<file path="config.mk">
export PLATFORM = sky130hd
export DESIGN_NAME = data_mem_ctl
export DESIGN_NICKNAME = d
export VERILOG_FILES = /design/src/rtl/data_mem_ctl.sv
export SDC_FILE = /design/constraint.sdc
export NUM_CORES = 2
export LEC_CHECK = 0
export ABC_AREA = 1
export BUFFER_PORTS_ARGS = -buffer_cell sky130_fd_sc_hd__buf_2
export CAP_MARGIN = 10
export CORE_MARGIN = 1
export CORE_UTILIZATION = 35
export CTS_CLUSTER_DIAMETER = 80
export DETAILED_ROUTE_END_ITERATION = 10
export PLACE_DENSITY = 0.56
export REMOVE_ABC_BUFFERS = 1
export SLEW_MARGIN = 20
export SYNTH_ARGS = -nofsm -noshare
export SYNTH_HDL_FRONTEND = slang
export SYNTH_SLANG_ARGS = --single-unit
</file>
<file path="constraint.sdc">
create_clock -name CLK -period 17.2 [get_ports CLK]
set_input_delay 3.44 -clock CLK [delete_from_list [all_inputs] [get_ports CLK]]
set_output_delay 3.44 -clock CLK [all_outputs]
set_load 0.05 [all_outputs]
</file>
<file path="src/rtl/data_mem_ctl.sv">
// data_mem_ctl: word memory that is zeroed by a clear sweep, with 1- or 2-cycle pipelined reads,
// range checking and phase-gated writes. Define DATA_MEM_BYPASS_EN for same-address write forwarding.
module data_mem_ctl #(
  parameter int N        = 256,
  parameter int W        = 8,
  parameter int RD_LAT   = 1,
  parameter int WR_PHASE = 2,
  localparam int AW      = (N > 1) ? $clog2(N) : 1
) (
  input  logic          CLK,
  input  logic          Reset,
  input  logic          Init,
  input  logic [1:0]    Counter,
  input  logic [AW-1:0] DataAddr,
  input  logic          ReadMem,
  input  logic          WriteMem,
  input  logic [W-1:0]  DataIn,
  output logic [W-1:0]  DataOut,
  output logic          RdValid,
  output logic          Busy
);

  typedef enum logic {CLEAR = 1'b0, IDLE = 1'b1} state_t;

  state_t        state_r, state_s;
  logic [AW-1:0] ptr_r, ptr_s;
  logic [W-1:0]  core_r [N];
  logic          in_range_s, acc_s, wr_s, rd_s;
  logic [W-1:0]  rdata_s;

  generate
    if (RD_LAT != 1 && RD_LAT != 2) begin : g_bad_lat
      $error("data_mem_ctl: RD_LAT must be 1 or 2");
    end
  endgenerate

  // Sweep sequencing; Init in either state (re)starts the sweep at word 0.
  always_comb begin
    state_s = state_r;
    ptr_s   = ptr_r;
    case (state_r)
      CLEAR: begin
        if (Init) begin
          ptr_s = {AW{1'b0}};
        end else if (ptr_r == AW'(N - 1)) begin
          state_s = IDLE;
          ptr_s   = {AW{1'b0}};
        end else begin
          ptr_s = ptr_r + AW'(1);
        end
      end
      IDLE: begin
        if (Init) begin
          state_s = CLEAR;
          ptr_s   = {AW{1'b0}};
        end else begin
          state_s = IDLE;
        end
      end
      default: begin
        state_s = CLEAR;
        ptr_s   = {AW{1'b0}};
      end
    endcase
  end

  // Access qualification and read-data selection.
  always_comb begin
    in_range_s = ({1'b0, DataAddr} < (AW + 1)'(N));
    acc_s      = (state_r == IDLE) && !Init;
    wr_s       = acc_s && WriteMem && (Counter == 2'(WR_PHASE)) && in_range_s;
    rd_s       = acc_s && ReadMem;
    rdata_s    = {W{1'b0}};
`ifdef DATA_MEM_BYPASS_EN
    if (wr_s) begin
      rdata_s = DataIn;
    end else if (in_range_s) begin
      rdata_s = core_r[DataAddr];
    end else begin
      rdata_s = {W{1'b0}};
    end
`else
    if (in_range_s) begin
      rdata_s = core_r[DataAddr];
    end else begin
      rdata_s = {W{1'b0}};
    end
`endif
  end

  // Control state; Busy is registered from the next state so it tracks CLEAR exactly.
  always_ff @(posedge CLK or posedge Reset) begin
    if (Reset) begin
      state_r <= CLEAR;
      ptr_r   <= {AW{1'b0}};
      Busy    <= 1'b1;
    end else begin
      state_r <= state_s;
      ptr_r   <= ptr_s;
      Busy    <= (state_s == CLEAR);
    end
  end

  // Core array has no reset; the sweep is what zeroes it.
  always_ff @(posedge CLK) begin
    if (state_r == CLEAR) begin
      core_r[ptr_r] <= {W{1'b0}};
    end else if (wr_s) begin
      core_r[DataAddr] <= DataIn;
    end
  end

  generate
    if (RD_LAT == 2) begin : g_lat2
      logic         v1_r;
      logic [W-1:0] d1_r;

      // Two-stage read pipeline; DataOut holds between results.
      always_ff @(posedge CLK or posedge Reset) begin
        if (Reset) begin
          v1_r    <= 1'b0;
          d1_r    <= {W{1'b0}};
          RdValid <= 1'b0;
          DataOut <= {W{1'b0}};
        end else begin
          v1_r    <= rd_s;
          RdValid <= v1_r;
          if (rd_s) begin
            d1_r <= rdata_s;
          end
          if (v1_r) begin
            DataOut <= d1_r;
          end
        end
      end
    end else begin : g_lat1
      // Single-stage read; DataOut holds between results.
      always_ff @(posedge CLK or posedge Reset) begin
        if (Reset) begin
          RdValid <= 1'b0;
          DataOut <= {W{1'b0}};
        end else begin
          RdValid <= rd_s;
          if (rd_s) begin
            DataOut <= rdata_s;
          end
        end
      end
    end
  endgenerate

endmodule

</file>
==> metrics.md <==
| Metric | Value |
|---|---|
| Nature of the critical path endpoint | `flip-flop` |
| I/O Pins | `33` |
| Wire length reported by the detailed router | `240000 um` |
| Synth-to-layout area growth | `11.5%` |
| Share of async-settable or async-resettable flops after synthesis | `0.919%` |
| Top Layer Used | `met5` |
| Switching power | `0.00236 W` |
| DR vias | `54600` |
| Post-Syn Area | `83900 um2` |
| Fraction of the cycle the final worst path needs | `47.6%` |
| CTS root buf | `clkbuf_16` |
| Hold buffer count at cts | `0` |
| Share of power burned in combinational logic | `4.9%` |
| Total chip power | `0.0104 W` |
| Core region area | `238000 um2` |
| Multiplexer area fraction after synthesis | `0%` |
| Final setup fails | `0` |
| Buffers inserted during post-CTS setup optimization | `0` |
| Critical-path maximum fanout | `201` |
| CP Capture Point | `DataOut[5]` |
| Die Footprint | `242000 um2` |
| Required @ worst endpoint | `18.01 ns` |
| Average wire length per cell after detail routing | `23.4 um` |
| Sequential area share after synthesis | `73.8%` |
| Antenna viol nets, final | `0` |
| Seq cells post-synth | `2067` |
| Final critical delay including setup and external delays | `8.19 ns` |
| Mean area per synthesized cell | `11.8 um2` |
| Reg power frac | `52.6%` |
| Arr. time, crit path | `8.99 ns` |
| Result of the run | `complete, no violations` |
| Height of the die | `492 um` |
| Final hold vios | `0` |
| Start point of the worst hold path | `state_r` |
| Clk pin slew, worst setup/hold paths | `0.06 ns` |
| Clock sink count | `2067` |
| Drc violations | `0` |
| DR WL met3 | `17000 um` |
| Largest family of logic cells by synthesized area | `simple AND/OR/NAND/NOR gates` |
| Number of design-rule violations left by the first detailed-router iteration | `5563` |
| Placed insts | `9888` |
| Switching Share | `22.7%` |
| Overall Global Routing Usage | `19.5%` |
| Number of global-route vias before repair | `52300` |
| Clock share of power | `42.5%` |
| Starting density of the core | `35.3%` |
| Sum of routed wire segments on met1 | `100000 um` |
| Setup repair after global routing missed its margin | `no` |
| Commonest cells in the synthesized netlist | `nand2_1, edfxtp_1, nand3_1` |
| Post-synth cell types | `33` |
| Total gr overflow | `0` |
| Complex-gate fraction of the synthesized area | `0.155%` |
| Level count of the clock H-tree | `4` |
| End-of-flow core utilization | `39.3%` |
| First-pass GRT wire length | `354000 um` |
| CTS Buf Count | `210` |
| Number of detailed-route iterations in the first pass | `6` |
| Number of filler instances in the final layout | `22300` |
| Timing startpoint of the critical path | `DataAddr[0]` |
| Routability-driven placement congestion ratio | `0.856` |
| FP Rows | `179` |
| P per Cell Area | `111 nW/um2` |
| Final nets | `6961` |
| Max-cap violations | `0` |
| Post-DP HPWL | `129000 um` |
| Top cell type's share of synthesized area | `73.3%` |
| Post-synthesis instance total | `7097` |
| Leakage Power | `32.6 nW` |
| Most common cell in the synthesized netlist | `nand2_1` |
| Crit Reg-Reg Startpoint | `state_r` |
| Worst IR Drop VDD | `0.0918 mV` |
| Synthesis Warnings | `0` |
| Sort of element at the start of the critical path | `input pin` |
| Reg2Reg Setup Slack | `12.78 ns` |
| Hold slack | `0.492 ns` |
| Final Non-Filler Cells | `10300` |
| Cell Int Power | `0.00803 W` |
| Logic depth of the worst register-to-register path | `12` |
| Cell taking the most area after synthesis | `edfxtp_1` |
| Number of slew-limit violations in the final report | `0` |
| Maximum number of pins on one net before global-route repair | `202` |
| Sequential cell area | `62000 um2` |
| Final total negative setup slack | `0 ns` |
| Worst-case headroom to the max-slew limit | `20.7%` |
| Quantity of gates resized following cts | `0` |
| Maximum clock skew at final layout | `0.0762 ns` |
| Flip-flop cell with the highest count after synthesis | `edfxtp_1` |
| Simple-Gate Fraction of Synth Area | `23.2%` |
| Via-per-instance ratio | `5.32` |
| Layout cell share with drive strength beyond 1 | `6.19%` |
| Parity-gate share of the synthesized area counting xor and xnor cells | `0.0522%` |
| Number of enable flip-flop cells after synthesis | `2048` |
| Max Clock Freq | `0.122 GHz` |
| TritonCTS clock tree | `yes` |
| Cell types with the largest area share after synthesis | `edfxtp_1, nand3_1, nand2_1` |
| Chip width | `492 um` |
| R2r endpoint | `core_r[117][2]` |
| Detailed-routed wire length on met2 | `116000 um` |
| Synth Area in Adders | `0.0149%` |
| Count of input and output buffers | `32` |
| Area of the multi-input gates | `19700 um2` |
| Worst-margin pin slew | `1.19 ns` |
| Number of antenna violations at the first check in global routing | `10` |
| Clock latency on the worst-skew pair | `0.88 ns` |
| Worst min path class | `flip-flop to flip-flop` |
| Longest Clk Path Bufs | `3` |
| Classification of the worst setup path | `input pin to flip-flop` |
## worst min path at each step
stage / to / cells past startpoint
final: ptr_r[1] / 1
after global routing: ptr_r[1] / 1
after CTS: ptr_r[1] / 1
after detailed placement: ptr_r[1] / 1
after global placement: ptr_r[1] / 1
after floorplan: ptr_r[1] / 1
## cell type report
class | count | share of cell area [%]
tap | 3167 | 4.24
sequential | 2067 | 66.2
clock inverter | 103 | 1.10
antenna | 1 | 0.00267
inverter | 66 | 0.302
clock buffer | 275 | 5.95
timing repair buffer | 111 | 1.10
multi-input combinational | 4481 | 21.1
## critical path, cell delays in order
cell and delay [ns]:
buf_8 0.40, buf_4 0.68, buf_4 0.74, buf_12 0.73, buf_4 0.92, nand2_1 0.13
nand3_1 0.13, nand3_1 0.09, nand3_1 0.18, nand3_1 0.18, nand3_1 0.28, nand3_1 0.30
nand3_1 0.22, nand3_1 0.08, nand2_1 0.07
## kinds of logic (layout without fill, tap and decap cells)
kind of cell               Yosys count  in the layout
adders and majority gates            1              1
AOI/OAI and AO/OA                   18             18
xor gates and xnor gates             5              5
DFF                               2067           2067
buffers and inverters              549            555
and+or+nand+nor                   4457           4457
other                                0              1
## registers in the layout (all words and copies together), names as in the netlist
register and count:
Busy 1, DataOut 8, RdValid 1, core_r 2048, ptr_r 8, state_r 1
## per-layer routing
metal | global-route usage, % | vias to the layer above
met5 | 0 | -
met4 | 6.38 | 4
met3 | 2.74 | 349
met2 | 31.9 | 2062
met1 | 26.6 | 27400
li1 | - | 24900
## placed cells by master (no fill, tap or decap), drive strengths merged, types with 4 or more instances in the layout
cell | netlist | layout
xor2 | 4 | 4
inv | 63 | 68
nand3 | 2044 | 2044
dfrtp | 18 | 18
o22ai | 5 | 5
o21ai | 11 | 11
edfxtp | 2048 | 2048
buf | 234 | 111
clkbuf | 249 | 275
nor3 | 4 | 4
nor2 | 299 | 299
clkinv | 3 | 89
nand2 | 2109 | 2109
bufinv | 0 | 10
## stage by stage
| step | cell area, um2 | setup WS [ns] |
|---|---|---|
| 3_5_place_dp | 86800 | 8.17 |
| 5_1_grt | 93500 | 8.80 |
| 2_1_floorplan | 81900 | 4.24 |
| 4_1_cts | 93400 | 9.09 |
| 6_report | 93600 | 9.01 |
| 3_3_place_gp | 86800 | 8.20 |
## power by group through the flow
stage	Sequential, W	Clock (W)	Combinational [W]
6_report	0.00546	0.00441	0.000513
4_1_cts	0.00546	0.00447	0.000511
3_3_place_gp	0.00557	0	0.000509
2_1_floorplan	0.00557	0	0.000302
3_5_place_dp	0.00557	0	0.000510
5_1_grt	0.00546	0.00465	0.000551
(Power assumes the default switching activity.)
